--- src/rtl/pipe_stage_skid.sv ---
// Pipeline stage register with valid/ready handshake, 2-entry skid buffer, flush and
// bubble insertion. out_data, out_valid and in_ready come straight from flops.
module pipe_stage_skid #(
  parameter int unsigned       DATA_W   = 32,
  parameter logic [DATA_W-1:0] BUBBLE   = {DATA_W{1'b0}},
  parameter int unsigned       STICKY_W = 1
) (
  input  logic                CLK,
  input  logic                RST,
  input  logic                flush,
  input  logic                in_valid,
  input  logic [DATA_W-1:0]   in_data,
  input  logic [STICKY_W-1:0] in_sticky,
  output logic                in_ready,
  output logic                out_valid,
  output logic [DATA_W-1:0]   out_data,
  input  logic                out_ready,
  output logic [STICKY_W-1:0] sticky_q,
  output logic [1:0]          occupancy
);

  logic                m_valid_q, m_valid_d;
  logic [DATA_W-1:0]   m_data_q, m_data_d;
  logic                s_valid_q, s_valid_d;
  logic [DATA_W-1:0]   s_data_q, s_data_d;
  logic [STICKY_W-1:0] sticky_d;
  logic                accept, pop;

  assign in_ready  = ~s_valid_q;
  assign out_valid = m_valid_q;
  assign out_data  = m_data_q;
  assign occupancy = {1'b0, m_valid_q} + {1'b0, s_valid_q};

  assign accept = in_valid & ~s_valid_q & ~flush;
  assign pop    = m_valid_q & out_ready;

  always_comb begin
    m_valid_d = m_valid_q;
    m_data_d  = m_data_q;
    s_valid_d = s_valid_q;
    s_data_d  = s_data_q;
    sticky_d  = accept ? in_sticky : sticky_q;
    if (flush) begin
      // A concurrent pop is still delivered: downstream samples out_data this cycle.
      m_valid_d = 1'b0;
      m_data_d  = BUBBLE;
      s_valid_d = 1'b0;
    end else if (!m_valid_q) begin
      if (accept) begin
        m_valid_d = 1'b1;
        m_data_d  = in_data;
      end
    end else if (!s_valid_q) begin
      if (pop) begin
        m_valid_d = accept;
        m_data_d  = accept ? in_data : BUBBLE;
      end else if (accept) begin
        s_valid_d = 1'b1;
        s_data_d  = in_data;
      end
    end else if (pop) begin
      m_data_d  = s_data_q;
      s_valid_d = 1'b0;
    end
  end

  always_ff @(posedge CLK) begin
    if (!RST) begin
      m_valid_q <= 1'b0;
      m_data_q  <= BUBBLE;
      s_valid_q <= 1'b0;
      s_data_q  <= '0;
      sticky_q  <= '0;
    end else begin
      m_valid_q <= m_valid_d;
      m_data_q  <= m_data_d;
      s_valid_q <= s_valid_d;
      s_data_q  <= s_data_d;
      sticky_q  <= sticky_d;
    end
  end

endmodule

--- config.mk ---
export PLATFORM = sky130hd
export DESIGN_NAME = pipe_stage_skid
export DESIGN_NICKNAME = d
export VERILOG_FILES = /design/src/rtl/pipe_stage_skid.sv
export SDC_FILE = /design/constraint.sdc
export NUM_CORES = 1
export LEC_CHECK = 0
export BUFFER_PORTS_ARGS = -buffer_cell sky130_fd_sc_hd__clkbuf_2
export CAP_MARGIN = 20
export CORE_MARGIN = 4
export CORE_UTILIZATION = 58
export CTS_CLUSTER_SIZE = 10
export DETAILED_ROUTE_END_ITERATION = 12
export PLACE_DENSITY = 0.85
export SYNTH_ARGS = -nofsm -noshare
export SYNTH_HDL_FRONTEND = slang
export SYNTH_SLANG_ARGS = --single-unit
--- constraint.sdc ---
create_clock -name CLK -period 2.35 [get_ports CLK]
set_input_delay 0.235 -clock CLK [delete_from_list [all_inputs] [get_ports CLK]]
set_output_delay 0.235 -clock CLK [all_outputs]
set_load 0.005 [all_outputs]
* Word-level counts from Yosys, hierarchy flattened *
Index checks and enable logic that the tools add are counted.

cells by class
  mux-type cells = 13
  equality and inequality tests = 1
  bitwise gates (word level) = 7
  reduce and logical (&&, ||, !) cells = 4
  $add $sub $neg = 1

operator list
  operator                                                         number
  32-bit 2-to-1 mux                                                6
  1-bit 2-to-1 mux                                                 7
  5-bit AND reduction                                              1
  1-bit inverter                                                   4
  1-bit bitwise AND                                                3
  1-bit by 1-bit adder with 2-bit output                           1
  2-bit by 1-bit != test with 1-bit output, second input constant  1
  2-bit AND reduction                                              1
  2-bit nonzero test                                               1
  2-bit OR reduction                                               1

word-level totals
  input port bits = 38
  flip-flop bits (word level) = 67
  output and inout bits = 37

* Logic depth before layout (Yosys ltp) *
Gate-level depths: netlist of the first run.

  depth in word-level cells = 7
  mapped depth = 6

* Worst setup path before layout of the first run *
OpenSTA, ideal clock, no wires.

  path type = reg-to-reg
  start = reg m_valid_q (netlist: out_valid)
  end = reg m_data_q[10] (netlist: out_data[10])
  stages on the path, launching flop included = 7
  library setup time = 89 ps
  path buffers = 3
  required time = 2261 ps
  path slack = 960 ps
  arrival = 1301 ps
  path through = dfxtp_1 and2_4 buf_6 or2_1 buf_6 buf_6 a311oi_2

on the way
  longest elaborated chain between the ends = 3

ends and longest elaborated chain
  what                                                       RTL line  RTL
  from (decl)                                                22        logic m_valid_q, m_valid_d;
  from (signal assigned)                                     75        m_valid_q <= m_valid_d;
  1-bit bitwise AND                                          35        assign pop = m_valid_q & out_ready;
  2-bit by 1-bit != test with 1-bit output (no source line)  -
  2-bit AND reduction (no source line)                       -
  to (signal assigned)                                       76        m_data_q <= m_data_d;
  to (decl)                                                  23        logic [DATA_W-1:0] m_data_q, m_data_d;

Parallel ways exist; a longest one is shown, timed or not.
A chain may end at the register's enable or synchronous reset.

* Final worst setup path of the first run *
  start = reg s_valid_q
  end = reg s_data_q[0]

on the way
  longest elaborated chain between the ends = 4

ends and longest elaborated chain
  what                                    RTL line  RTL
  from (decl)                             24        logic s_valid_q, s_valid_d;
  from (signal assigned)                  77        s_valid_q <= s_valid_d;
  1-bit inverter (no source line) *       -
  1-bit bitwise AND (2 in a row)          34        assign accept = in_valid & ~s_valid_q & ~flush;
  5-bit AND reduction (no source line) *  -
  to (signal assigned)                    78        s_data_q <= s_data_d;
  to (decl)                               25        logic [DATA_W-1:0] s_data_q, s_data_d;

Mark *: on every way between the ends. The rest lies on a longest branch, timed or not.

==> impl_metrics.py, run 1 <==
metrics = {
    "detailed_routing": {
        "routed_wl_um": 8100,
        "ant_nets": 0,
        "drc": 0,
        "viasPerCell": 6.16,
        "drtIter0Drc": 257,
        "routedWlPerCell_um": 16.9,
        "num_vias": 2951,
        "drt_pre_antenna_iters": 4,
    },
    "global_routing": {
        "grt_start_max_net_pins": 67,
        "antenna_found_initial": 0,
        "grt_usage_pct": 25.0,
        "gr-total-overflow": 0,
        "grt_pass1_vias": 2849,
        "grt_pass1_wl_um": 13000,
    },
    "floorplanning": {
        "fp.dieH_um": 82.1,
        "ios": 75,
        "initial_utilization_pct": 61.1,
        "placementRows": 26,
        "die_w_um": 82.1,
        "fp.dieArea_sq_mm": 0.00673,
        "core_sq_mm": 0.00520,
    },
    "layout": {
        "fin_nets": 443,
        "n_fill_cell": 399,
        "layout_commonest_cell": "clkbuf_2",
        "final_cell_mix": "74 x clkbuf_2, 67 x dfxtp_1, 64 x o21ai_0, 35 x nand2_1",
        "diodes": 0,
        "drive_gt1_share_pct": 32.5,
        "syn_to_final_growth_pct": 17.2,
    },
    "clock_network": {
        "clock-sinks": 67,
        "worstSkewPairLatency_ps": 330,
        "cts_tree": "built",
        "clkSlewWorstSetupHoldPaths_ps": 80,
        "cts_htree_levels": 3,
        "cts_resized": 0,
        "clockBufferDepth": 2,
        "numCtsBuffers": 9,
        "cts_root_buf": "clkbuf_8",
        "hold_buffers": 0,
        "post_cts_buffers": 0,
    },
    "logic_synthesis": {
        "synth_mux_area_share_pct": 0,
        "ys_warn_count": 0,
        "synth_top_area_share_pct": 42.2,
        "synth_compound_area_share_pct": 33.2,
        "synth_top_family_by_area": "compound AO/OA/AOI/OAI gates",
        "yosysUniqueCellTypes": 27,
        "synth_largest_area_cell": "dfxtp_1",
        "netlist_area_sq_mm": 0.00318,
        "synth_edf_count": 0,
        "synthSimpleGateAreaFrac_pct": 17.0,
        "synth_area_leaders": "dfxtp_1 42%, a311oi_2 14%, o21ai_0 10%, a21boi_0 5.7%, nand3_1 5.0%",
        "ys_ff_latch": 67,
        "synthAdderAreaFrac_pct": 0.393,
        "syn-num-nets": 392,
        "syn_area_per_cell_sq_um": 9.01,
        "syn_inst": 353,
        "synth_xor_area_share_pct": 0,
        "synthArstFlopShare_pct": 0,
        "synthFlopType": "dfxtp_1",
        "yosysSeqAreaShare_pct": 42.2,
    },
    "min_path": {
        "holdPathEnd": "sticky_q",
        "hold_start": "in_sticky",
        "hold_depth": 3,
        "hp-class": "in2reg",
    },
    "critical_path": {
        "cpMaxStageDelayCell": "or3b_1",
        "r2r-start": "s_valid_q",
        "crit_family": "simple AND/OR/NAND/NOR gates",
        "crit_buf_inv": 0,
        "crit_path_max_fanout": 33,
        "end_kind": "register",
        "r2r.worst_path.cells": 3,
        "critPathKind": "reg2reg",
        "rr_endpoint": "s_data_q[0]",
        "reg2reg_slack_ps": 360,
        "crit_arrival_ps": 2230,
        "cp_cell_sequence": "or3b_1 > o21ai_0 > a21boi_0",
        "critical_path.max_stage_delay_ps": 860,
        "critPathLaunchType": "register",
        "critical_path_required_ps": 2590,
    },
    "timing": {
        "finalHoldViolCount": 0,
        "finalSetupViolCount": 0,
        "rsz0062_at_grt": "no",
        "period_needed_ps": 1990,
        "worst_slew_pin_slew_ps": 1040,
        "period_share_pct": 84.8,
        "fmaxAchievable_ghz": 0.502,
        "maxSlewViolCount": 0,
        "max-slew-margin-rel_pct": 30.6,
        "clock-skew-final_ps": 8.03,
        "fin_setup_tns_ps": 0,
    },
    "power_and_ir_drop": {
        "powerDensity_mw_per_mm2": 686,
        "irDropWorstVdd_uv": 496,
        "leakage_nw": 1.31,
        "fin_total_pwr_mw": 2.56,
    },
    "placed_design": {
        "dp_hpwl_um": 4740,
        "gp_congestion": 0.731,
        "port_buffers": 74,
    },
    "run": {
        "drv_cap": 0,
    },
    "outcome": {
        "status": "completed",
    },
}
-- per-stage QoR --
step                cells  hold WS (ps)  instance area [sq um]  util [%]  setup slack, ps
floorplan             353           380                   3180         -              960
global placement      463           454                   3500      67.3              530
detailed placement    463           466                   3500      67.3              473
CTS                   479           132                   3730      71.6              395
global route          479           145                   3730      71.6              220
finish                479           130                   3730      71.6              357
-- Yosys cell counts (2+ instances only) --
| library cell | number |
|---|---|
| a21boi_0 | 24 |
| a21boi_1 | 9 |
| a311oi_1 | 2 |
| a311oi_2 | 30 |
| buf_2 | 19 |
| buf_6 | 5 |
| clkbuf_1 | 17 |
| dfxtp_1 | 67 |
| inv_1 | 2 |
| nand2_1 | 35 |
| nand2b_1 | 2 |
| nand3_1 | 32 |
| nor3_1 | 32 |
| o21ai_0 | 64 |
-- worst min-delay path, stage by stage --
cell and delay (ps):
clkbuf_2 80, nand2_1 40, a21boi_0 60
-- flip-flops by register name, indices dropped and copies added (netlist names) --
signal     flops
out_data      32
out_valid      1
s_data_q      32
s_valid_q      1
sticky_q       1
-- worst max path at each step --
stage | to | cells after the start | startpoint
6_report | s_data_q[0] | 3 | s_valid_q
4_1_cts | s_data_q[0] | 3 | s_valid_q
5_1_grt | s_data_q[0] | 3 | s_valid_q
3_5_place_dp | out_data[28] | 3 | s_valid_q
3_3_place_gp | out_data[17] | 3 | s_valid_q
2_1_floorplan | out_data[10] | 6 | out_valid
-- layout make-up --
| class | count | area (sq um) | area share (%) |
|---|---|---|---|
| sequential | 67 | 1340 | 36.0 |
| timing repair buffer | 82 | 443 | 11.9 |
| inverter | 2 | 7.51 | 0.201 |
| multi-input combinational | 242 | 1620 | 43.5 |
| tap | 70 | 87.6 | 2.35 |
| clock buffer | 12 | 155 | 4.16 |
| clock inverter | 4 | 72.6 | 1.95 |
-- routing by layer --
metal / share of wire, % / GRT usage, % / vias up
met5: 0 / 0 / -
met4: 1.9 / 12.5 / 0
met3: 8.0 / 4.50 / 17
met2: 51 / 42.6 / 135
met1: 39 / 30.0 / 1403
li1: - / - / 1396
-- power by group --
part           total, mW  internal [mW]  switching [mW]
logic              0.289          0.111           0.178
registers           1.18           1.16          0.0171
clock network       1.09          0.655           0.435
total               2.56           1.93           0.630
-- cell families after synthesis --
group | Yosys count
and+or+nand+nor | 109
DFF | 67
adders and majority gates | 1
buffers and inverters | 44
AOI/OAI and AO/OA | 132
Power figures use the tool's default switching activity.
==> inputs of run 2 (changes only) <==
--- a/config.mk
+++ b/config.mk
@@ -5,13 +5,14 @@
 export SDC_FILE = /design/constraint.sdc
 export NUM_CORES = 1
 export LEC_CHECK = 0
+export ABC_AREA = 1
 export BUFFER_PORTS_ARGS = -buffer_cell sky130_fd_sc_hd__clkbuf_2
 export CAP_MARGIN = 20
 export CORE_MARGIN = 4
-export CORE_UTILIZATION = 58
+export CORE_UTILIZATION = 48
 export CTS_CLUSTER_SIZE = 10
 export DETAILED_ROUTE_END_ITERATION = 12
-export PLACE_DENSITY = 0.85
+export PLACE_DENSITY = 0.75
 export SYNTH_ARGS = -nofsm -noshare
 export SYNTH_HDL_FRONTEND = slang
 export SYNTH_SLANG_ARGS = --single-unit
==> constraint.sdc (replaced) <==
create_clock -name CLK -period 1.64 [get_ports CLK]
set_input_delay 0.164 -clock CLK [delete_from_list [all_inputs] [get_ports CLK]]
set_output_delay 0.164 -clock CLK [all_outputs]
set_load 0.005 [all_outputs]
==> run 2 against run 1 <==
  * Synthesized cell count rose by 34%
  * Critical endpoint is now occupancy[0]
  * Final cell count rose by 30%
  * First-iteration DRC count fell by 3.1%
  * Largest cell class unchanged
  * Utilization fell by 12 points
  * Via count rose by 5.7%
  * Final area rose by 2.5%
  * Sequential power rose by 44%
  * Largest power group unchanged
  * Flip-flop and latch count did not move
  * Register-to-register slack got worse by 110 ps
==> impl_metrics.py, run 2 <==
metrics = {
    "placed_design": {
        "dpl_worst_slack_ps": 23.0,
        "port_buffers": 74,
        "placed_area_sq_mm": 0.00359,
        "dp_hpwl_um": 5290,
        "gp_congestion": 0.790,
    },
    "global_routing": {
        "grt_pass1_vias": 2954,
        "grt_pass1_wl_um": 13700,
        "grt_usage_pct": 22.1,
        "grt_start_max_net_pins": 35,
        "gr-total-overflow": 0,
        "antenna_found_initial": 0,
    },
    "logic_synthesis": {
        "synthFlopType": "dfxtp_1",
        "synth_edf_count": 0,
        "ys_warn_count": 0,
        "yosysMostFrequentCell": "nor2_1",
        "netlist_area_sq_mm": 0.00319,
        "synth_area_leaders": "dfxtp_1 42%, nor2_1 15%, nand2_1 12%, nand3b_1 7.5%, a21oi_1 5.3%",
        "yosysUniqueCellTypes": 20,
        "ys_ff_latch": 67,
        "syn_area_per_cell_sq_um": 6.76,
        "synth_top_area_share_pct": 42.0,
        "syn_inst": 472,
        "synth_largest_area_cell": "dfxtp_1",
        "synthArstFlopShare_pct": 0,
        "syn-num-nets": 511,
        "yosysSeqAreaShare_pct": 42.0,
        "yosys-top-cells-count": "130 x nor2_1, 98 x nand2_1, 67 x dfxtp_1",
    },
    "critical_path": {
        "worstSetupEndpoint": "occupancy[0]",
        "crit_arrival_ps": 1330,
        "critPathKind": "reg2out",
        "reg2reg_slack_ps": 250,
        "startpoint": "out_valid",
        "critPathLaunchType": "register",
        "rr_endpoint": "out_data[8]",
        "end_kind": "output pin",
        "r2r.worst_path.cells": 7,
        "crit_path_max_fanout": 10,
        "r2r-start": "s_valid_q",
        "critical_path_required_ps": 1480,
    },
    "power_and_ir_drop": {
        "switching_power_mw": 0.925,
        "combPwrFrac_pct": 11.1,
        "swShare_pct": 25.2,
        "irDropWorstVdd_uv": 566,
        "p_int_mw": 2.74,
        "fin_total_pwr_mw": 3.66,
        "clkPwrFrac_pct": 42.6,
        "leakage_nw": 1.94,
        "powerDensity_mw_per_mm2": 959,
        "p_seq_share_pct": 46.3,
    },
    "floorplanning": {
        "fp.dieArea_sq_mm": 0.00802,
        "die_w_um": 89.5,
        "fp.dieH_um": 89.5,
        "ios": 75,
        "core_sq_mm": 0.00639,
        "initial_utilization_pct": 50.0,
        "placementRows": 29,
    },
    "clock_network": {
        "clock-sinks": 67,
        "worstSkewPairLatency_ps": 350,
        "numCtsBuffers": 9,
        "cts_tree": "built",
        "clkSlewWorstSetupHoldPaths_ps": 80,
        "cts_htree_levels": 3,
        "hold_buffers": 0,
        "clockBufferDepth": 2,
        "post_cts_buffers": 0,
        "cts_root_buf": "clkbuf_8",
    },
    "min_path": {
        "hp-class": "in2reg",
    },
    "detailed_routing": {
        "drt_pre_antenna_iters": 4,
        "routedWlPerCell_um": 13.4,
        "drtIter0Drc": 249,
        "ant_nets": 0,
        "num_vias": 3120,
        "drc": 0,
        "routed_wl_um": 8320,
        "viasPerCell": 5.01,
    },
    "layout": {
        "fin_area_sq_mm": 0.00382,
        "layout_commonest_cell": "nor2_1",
        "syn_to_final_growth_pct": 19.8,
        "multi_input_area_sq_mm": 0.00152,
        "diodes": 0,
        "regArea_sq_mm": 0.00134,
        "n_fill_cell": 623,
        "drive_gt1_share_pct": 21.1,
        "fin_nets": 580,
        "final_cell_mix": "129 x nor2_1, 98 x nand2_1, 74 x clkbuf_2, 66 x dfxtp_1, 37 x inv_1",
    },
    "timing": {
        "finalSetupViolCount": 0,
        "fmaxAchievable_ghz": 0.670,
        "clock-skew-final_ps": 10.0,
        "maxSlewViolCount": 0,
        "hold-worst-slack_ps": 56.3,
        "worst_slack_ps": 147,
        "period_needed_ps": 1490,
        "rsz0062_at_grt": "no",
        "max-slew-margin-rel_pct": 75.9,
        "worst_slew_pin_slew_ps": 362,
        "period_share_pct": 91.0,
        "finalHoldViolCount": 0,
        "fin_setup_tns_ps": 0,
    },
    "outcome": {
        "status": "completed",
    },
    "run": {
        "drv_cap": 0,
    },
}
[run 2: cell types whose count changed in the layout (fill, tap and decap cells not counted), sizes merged, moves of 32 or more]
cell	change
a21oi	+33
nor2	+131
inv	+36
a21boi	-33
a311oi	-32
nand2	+67
nand3b	+32
nor3	-32
[run 2: how the worst min path moves through the flow]
stage                           from          end  slack, ps  cells past startpoint
after floorplan           in_data[0]  s_data_q[0]        300                      2
after global placement    in_data[3]  s_data_q[3]        410                      3
after detailed placement  in_data[3]  s_data_q[3]        420                      3
after CTS                 in_data[3]  s_data_q[3]         50                      3
after global routing      in_data[9]  s_data_q[9]         70                      3
final                     in_data[3]  s_data_q[3]         60                      3
[run 2: area by class of cell]
cell class	instances	area share, %
Inverter	38	3.80
Timing Repair Buffer	89	13.0
Tap cell	77	2.52
Clock inverter	6	2.32
Sequential cell	67	35.1
Clock buffer	10	3.60
Multi-Input combinational cell	336	39.7
[run 2: layer usage]
| layer | part of all wire [%] | global-route usage (%) | vias up |
|---|---|---|---|
| li1 | - | - | 1600 |
| met5 | 0 | 0 | - |
| met3 | 6.5 | 3.50 | 8 |
| met2 | 46 | 34.4 | 103 |
| met4 | 1.1 | 10.7 | 0 |
| met1 | 46 | 29.9 | 1409 |
[run 2: power by group through the flow]
| stage | combinational [mW] | clock (mW) | sequential [mW] |
|---|---|---|---|
| 2_1_floorplan | 0.255 | 0 | 1.73 |
| 4_1_cts | 0.408 | 1.58 | 1.70 |
| 3_3_place_gp | 0.401 | 0 | 1.73 |
| 5_1_grt | 0.463 | 1.64 | 1.70 |
| 6_report | 0.406 | 1.56 | 1.70 |
| 3_5_place_dp | 0.405 | 0 | 1.73 |
[run 2: timing repair]
action                                  in CTS  in global routing
gates resized for setup                      1                  1
endpoints found under the setup margin       1                  1
pin swaps                                    0                  0
[run 2: cells by family (layout without fill, tap and decap cells)]
family | after synthesis | after routing | synth area share [%]
AOI/OAI and AO/OA | 68 | 68 | 10.7
adders and majority gates | 1 | 1 | 0.392
buffers and inverters | 69 | 143 | 10.5
DFF | 67 | 67 | 42.0
and+or+nand+nor | 267 | 267 | 36.3
[run 2: critical path: stages, from the launching register on]
cell and delay (ps):
dfxtp_2 440, buf_4 200, ha_1 240, clkbuf_2 110
[run 2: through the flow]
stage                     utilization, %  instances
after global placement              56.2        607
after global routing                59.8        623
after floorplan                        -        472
after CTS                           59.8        623
final                               59.8        623
after detailed placement            56.2        607
==> inputs of run 3 (changes only) <==
--- a/config.mk
+++ b/config.mk
@@ -5,7 +5,6 @@
 export SDC_FILE = /design/constraint.sdc
 export NUM_CORES = 1
 export LEC_CHECK = 0
-export ABC_AREA = 1
 export BUFFER_PORTS_ARGS = -buffer_cell sky130_fd_sc_hd__clkbuf_2
 export CAP_MARGIN = 20
 export CORE_MARGIN = 4
==> run 3 against run 2 <==
  * Final area up 0.13%
  * Worst setup slack worse by 30 ps
  * Utilization up 0.078 points
  * Non-clock buffer count up 2
  * Die area down 0.26%
  * Flip-flop and latch count unchanged
  * Routed wire length down 4.3%
  * Fmax down 1.9%
  * First-iteration DRC count down 39%
  * Sequential power about the same
  * Total power down 0.85%
  * Largest power group unchanged
==> impl_metrics.py, run 3 (synthesized netlist as in run 1, its figures left out) <==
metrics = {
    "power_and_ir_drop": {
        "powerDensity_mw_per_mm2": 949,
        "leakage_nw": 1.35,
        "irDropWorstVdd_uv": 565,
        "fin_total_pwr_mw": 3.63,
    },
    "detailed_routing": {
        "drc": 0,
        "routed.top_layer": "met4",
        "routedWlPerCell_um": 16.1,
        "routed_wl_um": 7970,
        "num_vias": 2834,
        "viasPerCell": 5.73,
        "drtIter0Drc": 153,
        "ant_nets": 0,
        "drt_pre_antenna_iters": 4,
        "wl_met3_um": 495,
        "routedLengthMet1_um": 3230,
        "wl_met2_um": 4100,
    },
    "timing": {
        "maxSlewViolCount": 0,
        "fin_setup_tns_ps": 0,
        "worst_slew_pin_slew_ps": 480,
        "finalHoldViolCount": 0,
        "rsz0062_at_grt": "no",
        "period_share_pct": 92.8,
        "finalSetupViolCount": 0,
        "max-slew-margin-rel_pct": 68.0,
        "worst_slack_ps": 118,
        "fmaxAchievable_ghz": 0.657,
        "clock-skew-final_ps": 8.13,
        "period_needed_ps": 1520,
        "hold-worst-slack_ps": 37.7,
    },
    "critical_path": {
        "end_kind": "register",
        "crit_family": "simple AND/OR/NAND/NOR gates",
        "crit_path_max_fanout": 25,
        "critPathKind": "reg2reg",
        "critPathLaunchType": "register",
        "r2r.worst_path.cells": 4,
        "rr_endpoint": "out_data[21]",
        "critical_path_required_ps": 1850,
        "crit_arrival_ps": 1730,
        "r2r-start": "s_valid_q",
        "critical_path.max_stage_delay_ps": 400,
        "cpMaxStageDelayCell": "dfxtp_1",
        "cp_cell_sequence": "nor4b_4 > or2_2 > buf_6 > a311oi_2",
        "reg2reg_slack_ps": 120,
        "crit_buf_inv": 1,
    },
    "global_routing": {
        "grt_pass1_wl_um": 12600,
        "grt_pass1_vias": 2622,
        "gr-total-overflow": 0,
        "antenna_found_initial": 0,
        "grt_start_max_net_pins": 45,
        "grt_usage_pct": 20.5,
    },
    "placed_design": {
        "placed_area_sq_mm": 0.00360,
        "place_inst": 479,
        "port_buffers": 74,
        "dp_hpwl_um": 5080,
        "dpl_worst_slack_ps": 102,
        "gp_congestion": 0.755,
    },
    "clock_network": {
        "clock-sinks": 67,
        "cts_tree": "built",
        "clkSlewWorstSetupHoldPaths_ps": 80,
        "post_cts_buffers": 0,
        "cts_root_buf": "clkbuf_8",
        "clockBufferDepth": 2,
        "worstSkewPairLatency_ps": 350,
        "cts_htree_levels": 3,
        "cts_resized": 0,
        "hold_buffers": 0,
        "numCtsBuffers": 9,
    },
    "min_path": {
        "holdPathEnd": "sticky_q",
        "hold_depth": 3,
        "hp-class": "in2reg",
        "hold_start": "in_sticky",
    },
    "floorplanning": {
        "fp.dieArea_sq_mm": 0.00800,
        "core_sq_mm": 0.00639,
        "die_w_um": 89.4,
        "ios": 75,
        "initial_utilization_pct": 49.8,
        "fp.dieH_um": 89.4,
        "placementRows": 29,
    },
    "run": {
        "drv_cap": 0,
    },
    "outcome": {
        "status": "completed",
    },
    "layout": {
        "regArea_sq_mm": 0.00134,
        "layout.cells.non_filler": 495,
        "n_fill_cell": 578,
        "final_util_pct": 59.9,
        "fin_area_sq_mm": 0.00383,
        "diodes": 0,
        "layout_commonest_cell": "clkbuf_2",
        "syn_to_final_growth_pct": 20.3,
        "fin_nets": 452,
        "final_cell_mix": "74 x clkbuf_2, 67 x dfxtp_1, 64 x o21ai_0, 35 x nand2_1",
        "drive_gt1_share_pct": 34.0,
        "multi_input_area_sq_mm": 0.00162,
    },
}
[run 3: layout make-up]
class	instances	share of cell area [%]
Multi-Input combinational cell	242	42.4
Sequential cell	67	35.1
Timing Repair Buffer	91	14.2
Clock buffer	10	3.34
Tap cell	77	2.52
Clock inverter	6	2.32
Inverter	2	0.196
[run 3: metal layers]
metal	GRT usage, %	vias to the layer above
met2	35.7	88
met1	23.6	1320
met3	4.79	14
met4	9.47	0
met5	0	-
li1	-	1412
[run 3: worst max path at each step]
stage	start	to	slack, ps	depth (start not counted)
after global placement	s_valid_q	out_data[31]	160	4
after detailed placement	s_valid_q	out_data[21]	100	4
after global routing	s_valid_q	out_data[21]	50	4
after floorplan	out_valid	out_data[10]	250	6
after CTS	s_valid_q	out_data[21]	90	4
final	s_valid_q	out_data[21]	120	4
[run 3: worst register-to-register path, stage by stage, from the launching register on]
cell	delay, ps
dfxtp_1	400
nor4b_4	360
or2_2	190
buf_6	280
a311oi_2	160
[run 3: where the power goes]
part           leakage [nW]  internal (mW)  switching [mW]
logic                 0.707          0.178           0.254
registers             0.543           1.67          0.0248
clock network         0.103          0.858           0.650
total                  1.35           2.70           0.929
